==> src/rtl/uart_tx_parity_if.sv <==
// Byte-in / serial-out bundle between a data source and the parity UART transmitter.
// The source uses the master modport; the transmitter uses the slave modport.
interface uart_tx_parity_if;
  logic       i_Tx_DV;
  logic [7:0] i_Tx_Byte;
  logic       o_Tx_Ready;
  logic       o_Tx_Serial;
  logic       o_Tx_Active;
  logic       o_Tx_Done;
  logic       o_Tx_Parity;

  modport master (
    output i_Tx_DV, i_Tx_Byte,
    input  o_Tx_Ready, o_Tx_Serial, o_Tx_Active, o_Tx_Done, o_Tx_Parity
  );

  modport slave (
    input  i_Tx_DV, i_Tx_Byte,
    output o_Tx_Ready, o_Tx_Serial, o_Tx_Active, o_Tx_Done, o_Tx_Parity
  );
endinterface

==> src/rtl/uart_tx_parity.sv <==
// UART transmitter: start, 8 data bits LSB-first, parity, 1 or 2 stop bits.
// A one-entry holding register queues the next byte so frames run back-to-back.
module uart_tx_parity #(
  parameter int CLKS_PER_BIT = 87,
  parameter int PARITY_ODD   = 0,
  parameter int STOP_BITS    = 1
) (
  input  logic             i_Clock,
  input  logic             i_Reset,
  uart_tx_parity_if.slave  tx
);

  localparam int              CNT_W     = $clog2(CLKS_PER_BIT);
  localparam logic [CNT_W-1:0] CNT_LAST = CNT_W'(CLKS_PER_BIT - 1);
  localparam logic [2:0]       STOP_LAST = 3'(STOP_BITS - 1);

  typedef enum logic [2:0] {IDLE, START, DATA, PARITY, STOP} state_t;

  state_t           state_q, state_d;
  logic [CNT_W-1:0] cnt_q, cnt_d;
  logic [2:0]       idx_q, idx_d;
  logic [7:0]       shift_q, shift_d;
  logic [7:0]       hold_byte_q, hold_byte_d;
  logic             hold_vld_q, hold_vld_d;
  logic             parity_q, parity_d;
  logic             ready_q, ready_d;
  logic             serial_q, serial_d;
  logic             active_q, active_d;
  logic             done_q, done_d;
  logic             load, accept, bit_end;

  function automatic logic calc_parity(input logic [7:0] b);
    return (^b) ^ (PARITY_ODD != 0);
  endfunction

  always_comb begin
    state_d     = state_q;
    cnt_d       = cnt_q;
    idx_d       = idx_q;
    shift_d     = shift_q;
    hold_byte_d = hold_byte_q;
    parity_d    = parity_q;
    load        = 1'b0;
    accept      = tx.i_Tx_DV & ready_q;
    bit_end     = (cnt_q == CNT_LAST);

    case (state_q)
      IDLE: begin
        if (hold_vld_q) load = 1'b1;
      end
      START: begin
        if (bit_end) begin
          state_d = DATA;
          cnt_d   = '0;
          idx_d   = '0;
        end else begin
          cnt_d = cnt_q + CNT_W'(1);
        end
      end
      DATA: begin
        if (bit_end) begin
          cnt_d   = '0;
          shift_d = shift_q >> 1;
          if (idx_q == 3'd7) state_d = PARITY;
          else               idx_d   = idx_q + 3'd1;
        end else begin
          cnt_d = cnt_q + CNT_W'(1);
        end
      end
      PARITY: begin
        if (bit_end) begin
          state_d = STOP;
          cnt_d   = '0;
          idx_d   = '0;
        end else begin
          cnt_d = cnt_q + CNT_W'(1);
        end
      end
      STOP: begin
        if (bit_end) begin
          cnt_d = '0;
          if (idx_q == STOP_LAST) begin
            if (hold_vld_q) load    = 1'b1;
            else            state_d = IDLE;
          end else begin
            idx_d = idx_q + 3'd1;
          end
        end else begin
          cnt_d = cnt_q + CNT_W'(1);
        end
      end
      default: state_d = IDLE;
    endcase

    // Draining the holding register restarts the frame with no idle cycle.
    if (load) begin
      state_d  = START;
      cnt_d    = '0;
      idx_d    = '0;
      shift_d  = hold_byte_q;
      parity_d = calc_parity(hold_byte_q);
    end

    hold_vld_d = (hold_vld_q & ~load) | accept;
    if (accept) hold_byte_d = tx.i_Tx_Byte;
    ready_d = ~hold_vld_d;

    case (state_d)
      START:   serial_d = 1'b0;
      DATA:    serial_d = shift_d[0];
      PARITY:  serial_d = parity_d;
      default: serial_d = 1'b1;
    endcase

    // Outputs are registered, so they are decoded from the next-state values.
    active_d = (state_d != IDLE);
    done_d   = (state_d == STOP) && (cnt_d == CNT_LAST) && (idx_d == STOP_LAST);
  end

  always_ff @(posedge i_Clock) begin
    shift_q     <= shift_d;
    hold_byte_q <= hold_byte_d;
    if (i_Reset) begin
      state_q    <= IDLE;
      cnt_q      <= '0;
      idx_q      <= '0;
      hold_vld_q <= 1'b0;
      parity_q   <= 1'b0;
      ready_q    <= 1'b1;
      serial_q   <= 1'b1;
      active_q   <= 1'b0;
      done_q     <= 1'b0;
    end else begin
      state_q    <= state_d;
      cnt_q      <= cnt_d;
      idx_q      <= idx_d;
      hold_vld_q <= hold_vld_d;
      parity_q   <= parity_d;
      ready_q    <= ready_d;
      serial_q   <= serial_d;
      active_q   <= active_d;
      done_q     <= done_d;
    end
  end

  assign tx.o_Tx_Ready  = ready_q;
  assign tx.o_Tx_Serial = serial_q;
  assign tx.o_Tx_Active = active_q;
  assign tx.o_Tx_Done   = done_q;
  assign tx.o_Tx_Parity = parity_q;

endmodule

==> src/flat_wrapper.sv <==
// flat-port wrapper written by rule: the top's interface ports become plain ports
module uart_tx_parity_flat 
#(
  parameter int CLKS_PER_BIT = 87,
  parameter int PARITY_ODD   = 0,
  parameter int STOP_BITS    = 1
)
  (i_Clock, i_Reset, tx_i_Tx_DV, tx_i_Tx_Byte, tx_o_Tx_Ready, tx_o_Tx_Serial, tx_o_Tx_Active, tx_o_Tx_Done, tx_o_Tx_Parity);
  uart_tx_parity_if tx_i ();
  input  logic i_Clock;
  input  logic i_Reset;
  input wire logic [$bits(tx_i.i_Tx_DV)-1:0] tx_i_Tx_DV;
  input wire logic [$bits(tx_i.i_Tx_Byte)-1:0] tx_i_Tx_Byte;
  output wire logic [$bits(tx_i.o_Tx_Ready)-1:0] tx_o_Tx_Ready;
  output wire logic [$bits(tx_i.o_Tx_Serial)-1:0] tx_o_Tx_Serial;
  output wire logic [$bits(tx_i.o_Tx_Active)-1:0] tx_o_Tx_Active;
  output wire logic [$bits(tx_i.o_Tx_Done)-1:0] tx_o_Tx_Done;
  output wire logic [$bits(tx_i.o_Tx_Parity)-1:0] tx_o_Tx_Parity;
  assign tx_i.i_Tx_DV = tx_i_Tx_DV;
  assign tx_i.i_Tx_Byte = tx_i_Tx_Byte;
  assign tx_o_Tx_Ready = tx_i.o_Tx_Ready;
  assign tx_o_Tx_Serial = tx_i.o_Tx_Serial;
  assign tx_o_Tx_Active = tx_i.o_Tx_Active;
  assign tx_o_Tx_Done = tx_i.o_Tx_Done;
  assign tx_o_Tx_Parity = tx_i.o_Tx_Parity;
  uart_tx_parity #(.CLKS_PER_BIT(CLKS_PER_BIT), .PARITY_ODD(PARITY_ODD), .STOP_BITS(STOP_BITS)) u_core (.i_Clock(i_Clock), .i_Reset(i_Reset), .tx(tx_i));
endmodule
==> config.mk <==
export PLATFORM = sky130hd
export DESIGN_NAME = uart_tx_parity_flat
export DESIGN_NICKNAME = d
export VERILOG_FILES = /design/src/rtl/uart_tx_parity_if.sv /design/src/rtl/uart_tx_parity.sv /design/src/flat_wrapper.sv
export SDC_FILE = /design/constraint.sdc
export NUM_CORES = 1
export LEC_CHECK = 0
export CORE_MARGIN = 5
export CORE_UTILIZATION = 40
export DETAILED_ROUTE_END_ITERATION = 8
export PLACE_DENSITY = 0.59
export SYNTH_ARGS = -nofsm -noshare
export SYNTH_HDL_FRONTEND = slang
export SYNTH_SLANG_ARGS = --single-unit
==> constraint.sdc <==
create_clock -name i_Clock -period 3.3 [get_ports i_Clock]
set_input_delay 0.66 -clock i_Clock [delete_from_list [all_inputs] [get_ports i_Clock]]
set_output_delay 0.66 -clock i_Clock [all_outputs]
set_load 0.02 [all_outputs]
# After elaboration in Yosys (flattened, before gate mapping)

Cells that the tools add are included.

Reduce and logical (&&, ||, !) cells: 12
Muxes and demuxes: 28
Equal/unequal tests: 11
$add $sub $neg: 2
Bitwise operators: 5

Operator list:

| operator              | count |
|---|---|
| $mux W3               | 14 |
| $mux W8               | 3 |
| $mux W7               | 3 |
| $pmux W3 S5           | 1 |
| $eq A7 B7 Y1 const B  | 2 |
| $eq A3 B2 Y1 const B  | 4 |
| $eq A3 B3 Y1 const B  | 3 |
| $logic_not A3 Y1      | 3 |
| $pmux W3 S3           | 1 |
| $reduce_xor A8 Y1     | 1 |
| $add A7 B1 Y7 const B | 1 |
| $eq A3 B1 Y1 const B  | 2 |
| $mux W1               | 4 |
| $reduce_bool A2 Y1    | 2 |
| $reduce_or A4 Y1      | 1 |
| $add A3 B1 Y3 const B | 1 |
| $pmux W1 S3           | 1 |
| $reduce_bool A3 Y1    | 1 |
| $and A1 B1 Y1         | 2 |
| $logic_and A1 B1 Y1   | 2 |
| $not A1 Y1            | 2 |
| $pmux W1 S2           | 1 |
| $reduce_and A2 Y1     | 1 |
| $reduce_or A2 Y1      | 1 |
| $or A1 B1 Y1          | 1 |

Flip-flop bits (word level): 35
Output and inout port bits: 5

# Logic depth before layout (Yosys ltp)

Depth in word-level cells: 8
Mapped depth: 9

# Worst setup path before layout

Ideal clock, no wire load.

Path kind: register to register
From: register u_core.cnt_q[0]
To: register u_core.serial_q (netlist: u_core.tx.o_Tx_Serial)
Required time: 3186 ps
Cell stages (with the launch flop): 8
Path slack: 901 ps
Period minus slack after synthesis: 2399 ps
Arrival time: 2285 ps
Buffers on the path: 0
Path through: dfxtp_1 inv_1 ha_1 nand4b_4 nor4_2 mux2_2 or4_1 a21o_1

Cells in the longest elaborated chain, start to end: 6
Elaborated cells between the ends (all ways): 17

RTL lines:

| what                                                | RTL line              | source |
|---|---|---|
| start, declared                                     | uart_tx_parity.sv:20  | `logic [CNT_W-1:0] cnt_q, cnt_d;` |
| start signal, assigned                              | uart_tx_parity.sv:135 | `cnt_q <= cnt_d;` |
| $eq A7 B7 Y1 (*)                                    | uart_tx_parity.sv:45  | `bit_end = (cnt_q == CNT_LAST);` |
| $mux W3, or another cell as far along               | uart_tx_parity.sv:80  | `if (bit_end) begin` |
| $pmux W3 S5 / $pmux W1 S2 (equally long branches)   | uart_tx_parity.sv:47  | `case (state_q)` |
| $mux W3                                             | uart_tx_parity.sv:96  | `if (load) begin` |
| $eq A3 B2 Y1 / $eq A3 B1 Y1 (equally long branches) | uart_tx_parity.sv:108 | `case (state_d)` |
| $pmux W1 S3 (*)                                     | uart_tx_parity.sv:108 |  |
| end signal, assigned                                | uart_tx_parity.sv:140 | `serial_q <= serial_d;` |
| end, declared                                       | uart_tx_parity.sv:27  | `logic serial_q, serial_d;` |

Every way passes the cells marked *; elsewhere a longest branch is shown, timed or not. The select of a mux whose other input is x is not followed.
A chain may end at the register's enable or synchronous reset.

# Worst setup path after layout

Ends and elaborated chain as after synthesis.

==> impl_results.md <==
- Placed cell count: 238
- IO buf count: 15
- Simple-gate share of the synthesized area: 20.0%
- Hold path depth: 2
- ANT nets after route: 0
- Setup TNS: 0 ns
- Syn Nets: 190
- Largest net degree at the start of global routing: 14
- Synth Cell Area: 0.00179 sq mm
- Critical Path Start Type: flop
- Setup crit end kind: flop
- Clock Latency Late Sink: 0.29 ns
- Status: finished clean
- Metal1 wirelength: 1.80 mm
- Synthesized flop and latch total: 35
- Top Layer Used: met4
- R2r worst-path depth: 8
- Asr flop ratio synth: 0%
- Post-synth top area cell: edfxtp_1
- Initial antenna violation count: 0
- # diodes: 0
- Vias per inst: 5.52
- Initial Util: 41.2%
- Max-cap violations: 0
- Postcts setup bufs: 0
- Ys flop type: dfxtp_1
- LEAKAGE: 0.777 nW
- Number of flops mapped to enable cells by yosys: 15
- Worst VDD drop: 0.296 mV
- RePlAce Congestion: 0.864
- Chip Width: 77.0 um
- TritonCTS Buffers: 5
- WL final: 3.63 mm
- Synth Area in XOR/XNOR: 6.35%
- WL met3: 122 um
- Mux share of post-synthesis cell area: 2.37%
- I/O pin count: 16
- H-tree depth: 2
- Root Buffer: clkbuf_8
- Die Ht: 77.0 um
- Fin. Hold Viols: 0
- RSZ-0062 raised after global routing: false
- First-pass GRT wire length: 6.53 mm
- Layout Utilization: 48.9%
- Largest family of logic cells by synthesized area: simple AND/OR/NAND/NOR gates
- CP arrival: 2.62 ns
- Met2 wire len: 1.68 mm
- Final HPWL DP: 2.70 mm
- Max-slew violation count: 0
- Netlist cell types: 48
- CTS sink count: 35
- Fin cells: 246
- Initial drt markers: 95
- Adder-cell share of the synthesized area: 4.19%
- WHS: 0.513 ns
- Vias in the first global route: 1,378
- Core Region: 0.00435 sq mm
- Synth Instances: 173
- Compound-cell area share of the yosys netlist: 16.3%
- Row count: 24
- Drt pass-1 iters: 4
- Period minus WS final: 2.44 ns
- Global route total overflow: 0
- Clk slew on worst S/H paths: 0.08 ns
- Hold_buf cts: 0
- Power Total: 0.000978 W
- Die area: 0.00592 sq mm
- YS warnings: 0
- Maximum clock rate: 410 MHz
- Nets@finish: 210
- DRC Markers: 0
- Period utilization: 73.9%
- WL per Instance: 14.7 um
- Post_cts resized: 0
- Slew of the pin with the lowest slew margin: 0.866 ns
- Setup Crit Path Kind: flop to flop
- Post-synthesis sequential area ratio: 47.5%
- Layout cells sized above 1: 10.3%
- Max FO, Critical Path: 7
- Final setup viols: 0
- TritonCTS clock tree: built
- Synth top area cells: edfxtp_1 (25%), dfxtp_1 (22%), xnor2_1 (5.9%)
- Overall Global Routing Usage: 13.4%
- Fill cell count: 395
- Clock Skew: 0.00604 ns
- Max_slew headroom: 41.8%
- CP required: 3.48 ns
- Longest Clk Path Bufs: 2
- Pwr/cell area: 460 mW/mm^2
- Area fraction of the dominant cell type after synthesis: 25.1%
- Syn-to-layout area delta: 18.6%
- Via count: 1,358
- Hold Path Class: flop to flop
- Syn Area/Cell: 10.4 sq um
==> cell usage in the layout (no fill, tap or decap), types with 4 or more instances in the layout <==
cell / instances
clkdlybuf4s50_1: 15
inv_1: 11
a22o_1: 6
nand2_1: 7
nor2_1: 15
ha_1: 6
o21ai_0: 4
dfxtp_1: 20
nand3_1: 6
xnor2_1: 12
a21o_1: 4
clkbuf_8: 5
nand2b_1: 7
a211oi_1: 4
nor3_1: 5
edfxtp_1: 15
==> Yosys cell counts (all sizes together), types with 3 or more instances <==
cell and n:
ha 6, a21oi 3, o21a 3, nand2b 7
a21o 4, nand3 6, a211oi 4, dfxtp 20
nand2 7, nor3b 3, nor2b 3, o21ai 4
nor3 5, edfxtp 15, or4 3, clkbuf 3
inv 11, nor4 4, nor2 15, xnor2 12
a22o 6
==> area by class of cell <==
type,instances,area (sq um),area share (%)
timing repair buffer,18,173,8.12
clock inverter,3,47.5,2.24
tap,52,65.1,3.06
clock buffer,5,68.8,3.24
sequential,35,851,40.0
multi-input combinational,122,881,41.4
inverter,11,41.3,1.94
==> final timing paths <==
check | from | to | slack (ns)
setup / recovery | u_core.cnt_q[0]$_SDFF_PP0_ | u_core.tx.o_Tx_Serial$_SDFF_PP1_ | 0.86
hold / removal | u_core.tx.o_Tx_Ready$_SDFF_PP1_ | u_core.hold_vld_q$_SDFF_PP0_ | 0.51
setup reg to reg | u_core.cnt_q[0]$_SDFF_PP0_ | u_core.tx.o_Tx_Serial$_SDFF_PP1_ | 0.86
hold reg to reg | u_core.tx.o_Tx_Ready$_SDFF_PP1_ | u_core.hold_vld_q$_SDFF_PP0_ | 0.51
==> where the power goes <==
group          leakage [nW]  switching, W  internal [W]
clock                0.0587      0.000164      0.000229
sequential            0.311     0.0000120      0.000474
combinational         0.407     0.0000498     0.0000497
==> kinds of logic (layout without fill, tap and decap cells) <==
group,count (synthesis),in the layout
AND/OR/NAND/NOR,61,61
XOR/XNOR,13,13
buffers and inverters,16,37
adder cells (fa/ha/maj),6,6
flip-flops,35,35
AO/OA/AOI/OAI,38,38
multiplexers,4,4
==> sequential cells by signal, indices dropped and copies added (netlist names) <==
signal / flops
u_core.hold_byte_q: 8
u_core.shift_q: 8
u_core.cnt_q: 7
u_core.idx_q: 3
u_core.state_q: 3
u_core.hold_vld_q: 1
u_core.tx.o_Tx_Active: 1
u_core.tx.o_Tx_Done: 1
u_core.tx.o_Tx_Parity: 1
u_core.tx.o_Tx_Ready: 1
u_core.tx.o_Tx_Serial: 1
==> critical path, stage by stage (launching register included) <==
cell      delay, ns
dfxtp_1        0.37
inv_1          0.10
ha_1           0.21
nand4b_4       0.17
nor4_2         0.28
buf_4          0.19
mux2_2         0.34
or4_1          0.50
a21o_1         0.17
==> per-stage QoR <==
stage	worst slack (ns)	area, sq um
6_report	0.860	2130
2_1_floorplan	0.901	1790
3_5_place_dp	0.872	2010
3_3_place_gp	0.934	2010
5_1_grt	0.735	2130
4_1_cts	0.852	2130
==> routing by layer <==
metal	GRT usage, %	vias to the layer above
met5	0	-
met4	5.59	0
met3	3.16	2
met2	18.9	32
met1	19.4	642
li1	-	682
No activity file was read; power rests on OpenSTA's default activity.
